`config.mk`:
```
export PLATFORM = sky130hd
export DESIGN_NAME = sprite_line_scheduler
export DESIGN_NICKNAME = d
export VERILOG_FILES = /design/src/rtl/sprite_pkg.sv /design/src/rtl/sprite_hit_check.sv /design/src/rtl/sprite_line_scheduler.sv
export SDC_FILE = /design/constraint.sdc
export NUM_CORES = 1
export LEC_CHECK = 0
export CORE_UTILIZATION = 40
export DETAILED_ROUTE_END_ITERATION = 10
export DONT_BUFFER_PORTS = 1
export PLACE_DENSITY = 0.62
export RECOVER_POWER = 100
export SETUP_SLACK_MARGIN = 0.15
export SYNTH_ARGS = -nofsm -noshare
export SYNTH_HDL_FRONTEND = slang
export SYNTH_HIERARCHICAL = 1
export SYNTH_SLANG_ARGS = --single-unit
```
`constraint.sdc`:
```
create_clock -name clk -period 11.3 [get_ports clk]
set_clock_uncertainty 0.15 [all_clocks]
set_input_delay 1.695 -clock clk [delete_from_list [all_inputs] [get_ports clk]]
set_output_delay 1.695 -clock clk [all_outputs]
set_load 0.005 [all_outputs]
```
`src/rtl/sprite_pkg.sv`:
```
// sprite_pkg: shared sprite attribute layout, ROM ids, display constants and scheduler states.
package sprite_pkg;

    localparam int HACTIVE = 640;
    localparam int VACTIVE = 480;

    localparam logic [4:0] ID_NONE = 5'd0;
    localparam logic [4:0] ID_SHIP = 5'd1;
    localparam logic [4:0] ID_PIG  = 5'd2;
    localparam logic [4:0] ID_BEE  = 5'd3;

    typedef struct packed {
        logic [6:0] dim;
        logic [4:0] id;
        logic [9:0] y;
        logic [9:0] x;
    } sprite_attr_t;

    typedef enum logic [2:0] {
        S_IDLE,
        S_SCAN,
        S_FETCH,
        S_DRAIN,
        S_DONE
    } state_t;

endpackage

```
`src/rtl/sprite_hit_check.sv`:
```
// sprite_hit_check: decides whether a sprite covers a scanline and which sprite row that is.
module sprite_hit_check
    import sprite_pkg::*;
(
    input  sprite_attr_t attr,
    input  logic [9:0]   line,
    output logic         hit,
    output logic [9:0]   row
);
    logic [10:0] bottom;

    // 11-bit sum so a sprite near the last line never wraps back to the top
    assign bottom = {1'b0, attr.y} + 11'(attr.dim);
    assign hit = attr != '0 && attr.id >= ID_SHIP && attr.id <= ID_BEE && attr.dim != '0
                 && line >= attr.y && {1'b0, line} < bottom;
    assign row = line - attr.y;

endmodule

```
`src/rtl/sprite_line_scheduler.sv`:
```
// sprite_line_scheduler: scans a snapshot of the sprite table each line and streams visible sprite rows
// from the sprite ROMs into the prefetch line buffer.
module sprite_line_scheduler #(
    parameter int NUM_SPRITES = 4,
    parameter int HACTIVE     = 640,
    parameter int ADDR_W      = 10
) (
    input  logic                     clk,
    input  logic                     reset,
    input  logic                     line_start,
    input  logic [9:0]               next_line,
    input  logic [NUM_SPRITES*32-1:0] sprite_attr,
    output logic [4:0]               rom_sel,
    output logic [ADDR_W-1:0]        rom_addr,
    input  logic [23:0]              rom_data,
    output logic                     lb_we,
    output logic [9:0]               lb_addr,
    output logic [23:0]              lb_data,
    output logic                     busy,
    output logic                     done,
    output logic                     overrun
);
    import sprite_pkg::*;

    localparam int SW = NUM_SPRITES > 1 ? $clog2(NUM_SPRITES) : 1;

    state_t        state, state_n;
    logic [SW-1:0] slot, slot_n;
    logic [6:0]    col, col_n, col_d;
    logic [9:0]    line;
    sprite_attr_t  attr [NUM_SPRITES];
    sprite_attr_t  cur;
    logic          hit, pend;
    logic [9:0]    row;
    logic [10:0]   wcol;

    assign cur = attr[slot];

    sprite_hit_check u_hit (
        .attr(cur),
        .line(line),
        .hit (hit),
        .row (row)
    );

    always_comb begin
        state_n = state;
        slot_n  = slot;
        col_n   = col;
        if (line_start) begin
            state_n = S_SCAN;
            slot_n  = SW'(NUM_SPRITES - 1);
            col_n   = '0;
        end else begin
            case (state)
                S_IDLE: state_n = S_IDLE;
                S_SCAN: begin
                    if (hit) begin
                        state_n = S_FETCH;
                        col_n   = '0;
                    end else if (slot == '0) begin
                        state_n = S_DONE;
                    end else begin
                        slot_n = slot - 1'b1;
                    end
                end
                S_FETCH: begin
                    if (col == cur.dim - 7'd1) state_n = S_DRAIN;
                    else col_n = col + 7'd1;
                end
                S_DRAIN: begin
                    state_n = slot == '0 ? S_DONE : S_SCAN;
                    slot_n  = slot == '0 ? slot : slot - 1'b1;
                end
                default: state_n = S_IDLE;
            endcase
        end
    end

    always_ff @(posedge clk or posedge reset) begin
        if (reset) begin
            state <= S_IDLE;
            slot  <= '0;
            col   <= '0;
            col_d <= '0;
            pend  <= 1'b0;
            line  <= '0;
            for (int i = 0; i < NUM_SPRITES; i++) attr[i] <= '0;
        end else begin
            state <= state_n;
            slot  <= slot_n;
            col   <= col_n;
            col_d <= col;
            // a restarting line drops the write for the read issued this cycle
            pend  <= state == S_FETCH && !line_start;
            if (line_start) begin
                line <= next_line;
                for (int i = 0; i < NUM_SPRITES; i++) attr[i] <= sprite_attr[32*i +: 32];
            end
        end
    end

    assign wcol     = 11'(cur.x) + 11'(col_d);
    assign rom_sel  = state == S_FETCH ? cur.id : '0;
    assign rom_addr = state == S_FETCH ? ADDR_W'(17'(row) * 17'(cur.dim) + 17'(col)) : '0;
    assign lb_we    = pend && rom_data != '0 && wcol < 11'(HACTIVE);
    assign lb_addr  = lb_we ? wcol[9:0] : '0;
    assign lb_data  = lb_we ? rom_data : '0;
    assign busy     = state != S_IDLE;
    assign done     = state == S_DONE;
    assign overrun  = line_start && busy;

endmodule
```
==> impl_metrics.xml <==
<?xml version="1.0" encoding="UTF-8"?>
<metrics>
  <group name="logic_synthesis">
    <metric name="synth-edff-count" unit="">0</metric>
    <metric name="ys_warn_count" unit="">6</metric>
    <metric name="synth_common_cells" unit="">sky130_fd_sc_hd__dfrtp_1 (158), sky130_fd_sc_hd__mux2_2 (138), sky130_fd_sc_hd__inv_1 (81)</metric>
    <metric name="synth.largest_area_cell" unit="">sky130_fd_sc_hd__dfrtp_1</metric>
    <metric name="synth.top_cell.area_share" unit="%">38.8</metric>
    <metric name="synth.distinct_cells" unit="">57</metric>
    <metric name="syn-num-nets" unit="">1133</metric>
    <metric name="synth-async-reset-ratio" unit="%">100</metric>
    <metric name="synth.avg_cell_area" unit="sq um">11.6</metric>
    <metric name="synthCells" unit="">880</metric>
    <metric name="postSynthRegisterBits" unit="">158</metric>
    <metric name="yosysMostFrequentCell" unit="">sky130_fd_sc_hd__dfrtp_1</metric>
    <metric name="post_synth_main_area_contributors" unit="">sky130_fd_sc_hd__dfrtp_1 (39%), sky130_fd_sc_hd__mux2_2 (15%), sky130_fd_sc_hd__ha_1 (7.0%), sky130_fd_sc_hd__mux4_2 (6.4%), sky130_fd_sc_hd__fa_1 (6.1%)</metric>
    <metric name="synth_area" unit="sq mm">0.0102</metric>
    <metric name="synthFlopType" unit="">sky130_fd_sc_hd__dfrtp_1</metric>
    <metric name="synth_sequential_area_ratio" unit="%">38.8</metric>
  </group>
  <group name="drt">
    <metric name="first_iter_violations" unit="">346</metric>
    <metric name="wl" unit="microns">23100</metric>
    <metric name="vias" unit="">6552</metric>
    <metric name="detail-route-antenna-nets" unit="">0</metric>
    <metric name="detailedRoute.firstPassIterationCount" unit="">4</metric>
    <metric name="post-route-drc-count" unit="">0</metric>
    <metric name="route.detailed.vias_per_inst" unit="">5.40</metric>
    <metric name="route.detailed.wl_per_inst" unit="microns">19.0</metric>
  </group>
  <group name="worst_setup_path">
    <metric name="worst_ep_arrival_time" unit="ns">7.02</metric>
    <metric name="crit_fanout" unit="">23</metric>
    <metric name="crit_type" unit="">reg -&gt; out</metric>
    <metric name="critPathRequiredTime" unit="ns">9.46</metric>
    <metric name="cp-end-kind" unit="">output port</metric>
    <metric name="startpoint_type" unit="">flop</metric>
  </group>
  <group name="job">
    <metric name="maxCapViolations" unit="">2</metric>
  </group>
  <group name="pwr">
    <metric name="share_clk_of_total_power" unit="%">12.9</metric>
    <metric name="power_frac_seq" unit="%">15.6</metric>
    <metric name="intPower" unit="uW">2370</metric>
    <metric name="power.net_switching" unit="uW">1920</metric>
    <metric name="leakage" unit="uW">0.00471</metric>
    <metric name="total_power" unit="uW">4280</metric>
    <metric name="power.density_cell_area" unit="mW/mm^2">388</metric>
    <metric name="pwr-share-comb" unit="%">71.4</metric>
    <metric name="sw_frac_of_total" unit="%">44.8</metric>
    <metric name="vdd_ir_drop_max" unit="mV">0.525</metric>
  </group>
  <group name="timing">
    <metric name="post-route-period-util" unit="%">78.4</metric>
    <metric name="timing.setup.tns" unit="ns">0</metric>
    <metric name="fmaxAchievable" unit="MHz">113</metric>
    <metric name="period_minus_slack" unit="ns">8.86</metric>
    <metric name="setup_ws" unit="ns">2.44</metric>
    <metric name="slew_headroom" unit="%">-160</metric>
    <metric name="slew_violations" unit="">161</metric>
    <metric name="worstMarginPinSlew" unit="ns">3.91</metric>
    <metric name="rsz0062_at_grt" unit="">false</metric>
    <metric name="timing.final.setup_violations" unit="">0</metric>
    <metric name="final_hold_viol_count" unit="">0</metric>
  </group>
  <group name="placed_design">
    <metric name="dpl_cell_area" unit="sq mm">0.0105</metric>
    <metric name="hpwl" unit="microns">17300</metric>
    <metric name="placement.setup.worst_slack" unit="ns">3.10</metric>
    <metric name="port_buffers" unit="">0</metric>
    <metric name="place_congestion" unit="">0.812</metric>
  </group>
  <group name="outcome">
    <metric name="outcome" unit="">finished, violations left</metric>
    <metric name="violations" unit="">max-capacitance violations, max-slew violations</metric>
  </group>
  <group name="finish">
    <metric name="post_route_cells_drive_above_1_share" unit="%">24.0</metric>
    <metric name="fin_area" unit="sq mm">0.0110</metric>
    <metric name="post-route-util" unit="%">44.0</metric>
    <metric name="fill_cells" unit="">2372</metric>
    <metric name="nets" unit="">1121</metric>
    <metric name="synthToLayoutAreaGrowth" unit="%">8.35</metric>
  </group>
  <group name="floorplanning">
    <metric name="floorplan.io_pins" unit="">218</metric>
    <metric name="die_height" unit="microns">162</metric>
    <metric name="initial_utilization" unit="%">40.6</metric>
    <metric name="design.die.area" unit="sq mm">0.0261</metric>
    <metric name="std_cell_rows" unit="">58</metric>
    <metric name="die_w" unit="microns">162</metric>
    <metric name="placeableCoreArea" unit="sq mm">0.0251</metric>
  </group>
  <group name="clocking">
    <metric name="clkLatencyLatePin" unit="ns">0.42</metric>
    <metric name="cts_max_level" unit="">4</metric>
    <metric name="numClockSinks" unit="">158</metric>
    <metric name="num_cts_buffers" unit="">17</metric>
    <metric name="clockBufferDepth" unit="">2</metric>
    <metric name="clockRootBuffer" unit="">sky130_fd_sc_hd__clkbuf_16</metric>
    <metric name="holdBufCountCts" unit="">0</metric>
    <metric name="cts-resized-gates" unit="">0</metric>
    <metric name="tritoncts_clock_tree" unit="">yes</metric>
    <metric name="cts.reportedPaths.clkPinSlew" unit="ns">0.06</metric>
    <metric name="cts_setup_buffers" unit="">0</metric>
  </group>
  <group name="global_routing">
    <metric name="grt.met3_usage" unit="%">6.24</metric>
    <metric name="grt_pass1_wl" unit="microns">37000</metric>
    <metric name="grt_pass1_vias" unit="">6776</metric>
    <metric name="groute.layer.met2.usage" unit="%">28.2</metric>
    <metric name="grt_remaining_overflow" unit="">0</metric>
    <metric name="grt.busiest_layer" unit="">met2</metric>
    <metric name="largest_net_degree_at_the_start_of_global_routing" unit="">147</metric>
    <metric name="antenna_violations_before_repair" unit="">9</metric>
    <metric name="groute.layer.met1.usage" unit="%">24.2</metric>
    <metric name="grt_usage" unit="%">18.3</metric>
  </group>
  <group name="hold_path">
    <metric name="classification_of_the_worst_slack_hold_path" unit="">reg -&gt; reg</metric>
  </group>
</metrics>
==> state kept, by name, indices dropped and copies added (netlist names) <==
| signal | count |
|---|---|
| state | 3 |
| col | 7 |
| slot | 2 |
| line | 10 |
| pend | 1 |
| col_d | 7 |
| attr | 128 |
==> worst max-delay path, cell delays in order (launching register included) <==
cell                       delay (ns)
sky130_fd_sc_hd__dfrtp_1         0.87
sky130_fd_sc_hd__buf_4           0.52
sky130_fd_sc_hd__mux4_2          0.66
sky130_fd_sc_hd__fa_1            0.46
sky130_fd_sc_hd__nor2b_1         0.19
sky130_fd_sc_hd__o21a_1          0.13
sky130_fd_sc_hd__nor2_1          0.04
sky130_fd_sc_hd__xnor2_1         0.39
sky130_fd_sc_hd__nand2_1         0.14
sky130_fd_sc_hd__fa_1            0.49
sky130_fd_sc_hd__fa_1            0.49
sky130_fd_sc_hd__inv_1           0.05
sky130_fd_sc_hd__fa_1            0.52
sky130_fd_sc_hd__inv_1           0.05
sky130_fd_sc_hd__fa_1            0.52
sky130_fd_sc_hd__inv_1           0.04
sky130_fd_sc_hd__ha_1            0.32
sky130_fd_sc_hd__a21oi_1         0.22
sky130_fd_sc_hd__o21bai_1        0.09
sky130_fd_sc_hd__a21oi_1         0.17
sky130_fd_sc_hd__xnor2_1         0.08
sky130_fd_sc_hd__nor2_1          0.13
==> worst paths after layout <==
path | start | to | slack, ns | depth (start not counted)
min in group asynchronous | reset | attr[37] | 2.08 | 1
hold / removal | col[4] | col_d[4] | 0.26 | 0
setup reg to reg | slot[0] | col[5] | 4.97 | 22
hold reg to reg | col[4] | col_d[4] | 0.26 | 0
setup / recovery | slot[0] | rom_addr[9] | 2.44 | 21
max in group asynchronous | reset | attr[49] | 4.12 | 2
==> layout by cell type (no fill, tap or decap), drive strengths merged, types with 12 or more instances in the layout <==
master and instances:
inv 82, ha 57, fa 31, a21oi 25, nor2 35, nand3 12
clkbuf 23, xnor2 41, mux2 138, mux4 32, dfrtp 158, o21ai 16
and2 50, nand2 51, nor3 15
==> layout make-up <==
| class | instances | area [sq um] | area share [%] |
|---|---|---|---|
| Antenna cell | 3 | 7.51 | 0.0680 |
| Clock buffer | 21 | 460 | 4.17 |
| Clock inverter | 11 | 109 | 0.986 |
| Inverter | 81 | 305 | 2.76 |
| Multi-Input combinational cell | 606 | 5770 | 52.3 |
| Sequential cell | 158 | 3960 | 35.8 |
| Tap cell | 330 | 413 | 3.74 |
| Timing Repair Buffer | 4 | 22.5 | 0.204 |
==> stage by stage <==
stage | std cells | hold WS, ns
after floorplan | 880 | 0.242
after global placement | 1179 | 0.264
after detailed placement | 1179 | 0.271
after CTS | 1211 | 0.286
after global routing | 1212 | 0.299
final | 1214 | 0.258
==> metal layers <==
layer  part of all wire, %  routed length (microns)
met5                  0.33                       77
met4                   1.8                      418
met3                   7.5                     1720
met2                    46                    10500
met1                    45                    10300
==> power by group through the flow <==
stage | clock [uW] | sequential (uW) | combinational (uW)
detailed placement | 0 | 681 | 3100
finish | 554 | 669 | 3060
global route | 587 | 679 | 3570
CTS | 568 | 670 | 3130
floorplan | 0 | 651 | 2620
global placement | 0 | 679 | 3050
==> kinds of logic after synthesis <==
family                   Yosys count  synth area share [%]
AND/OR/NAND/NOR                  202                  10.3
multiplexers                     174                  22.8
flip-flops                       158                  38.8
buffers and inverters            116                  4.39
AO/OA/AOI/OAI                     92                  6.35
adder cells (fa/ha/maj)           88                  13.1
XOR/XNOR                          50                  4.30
Note: power is estimated with default switching activity, not from simulation.
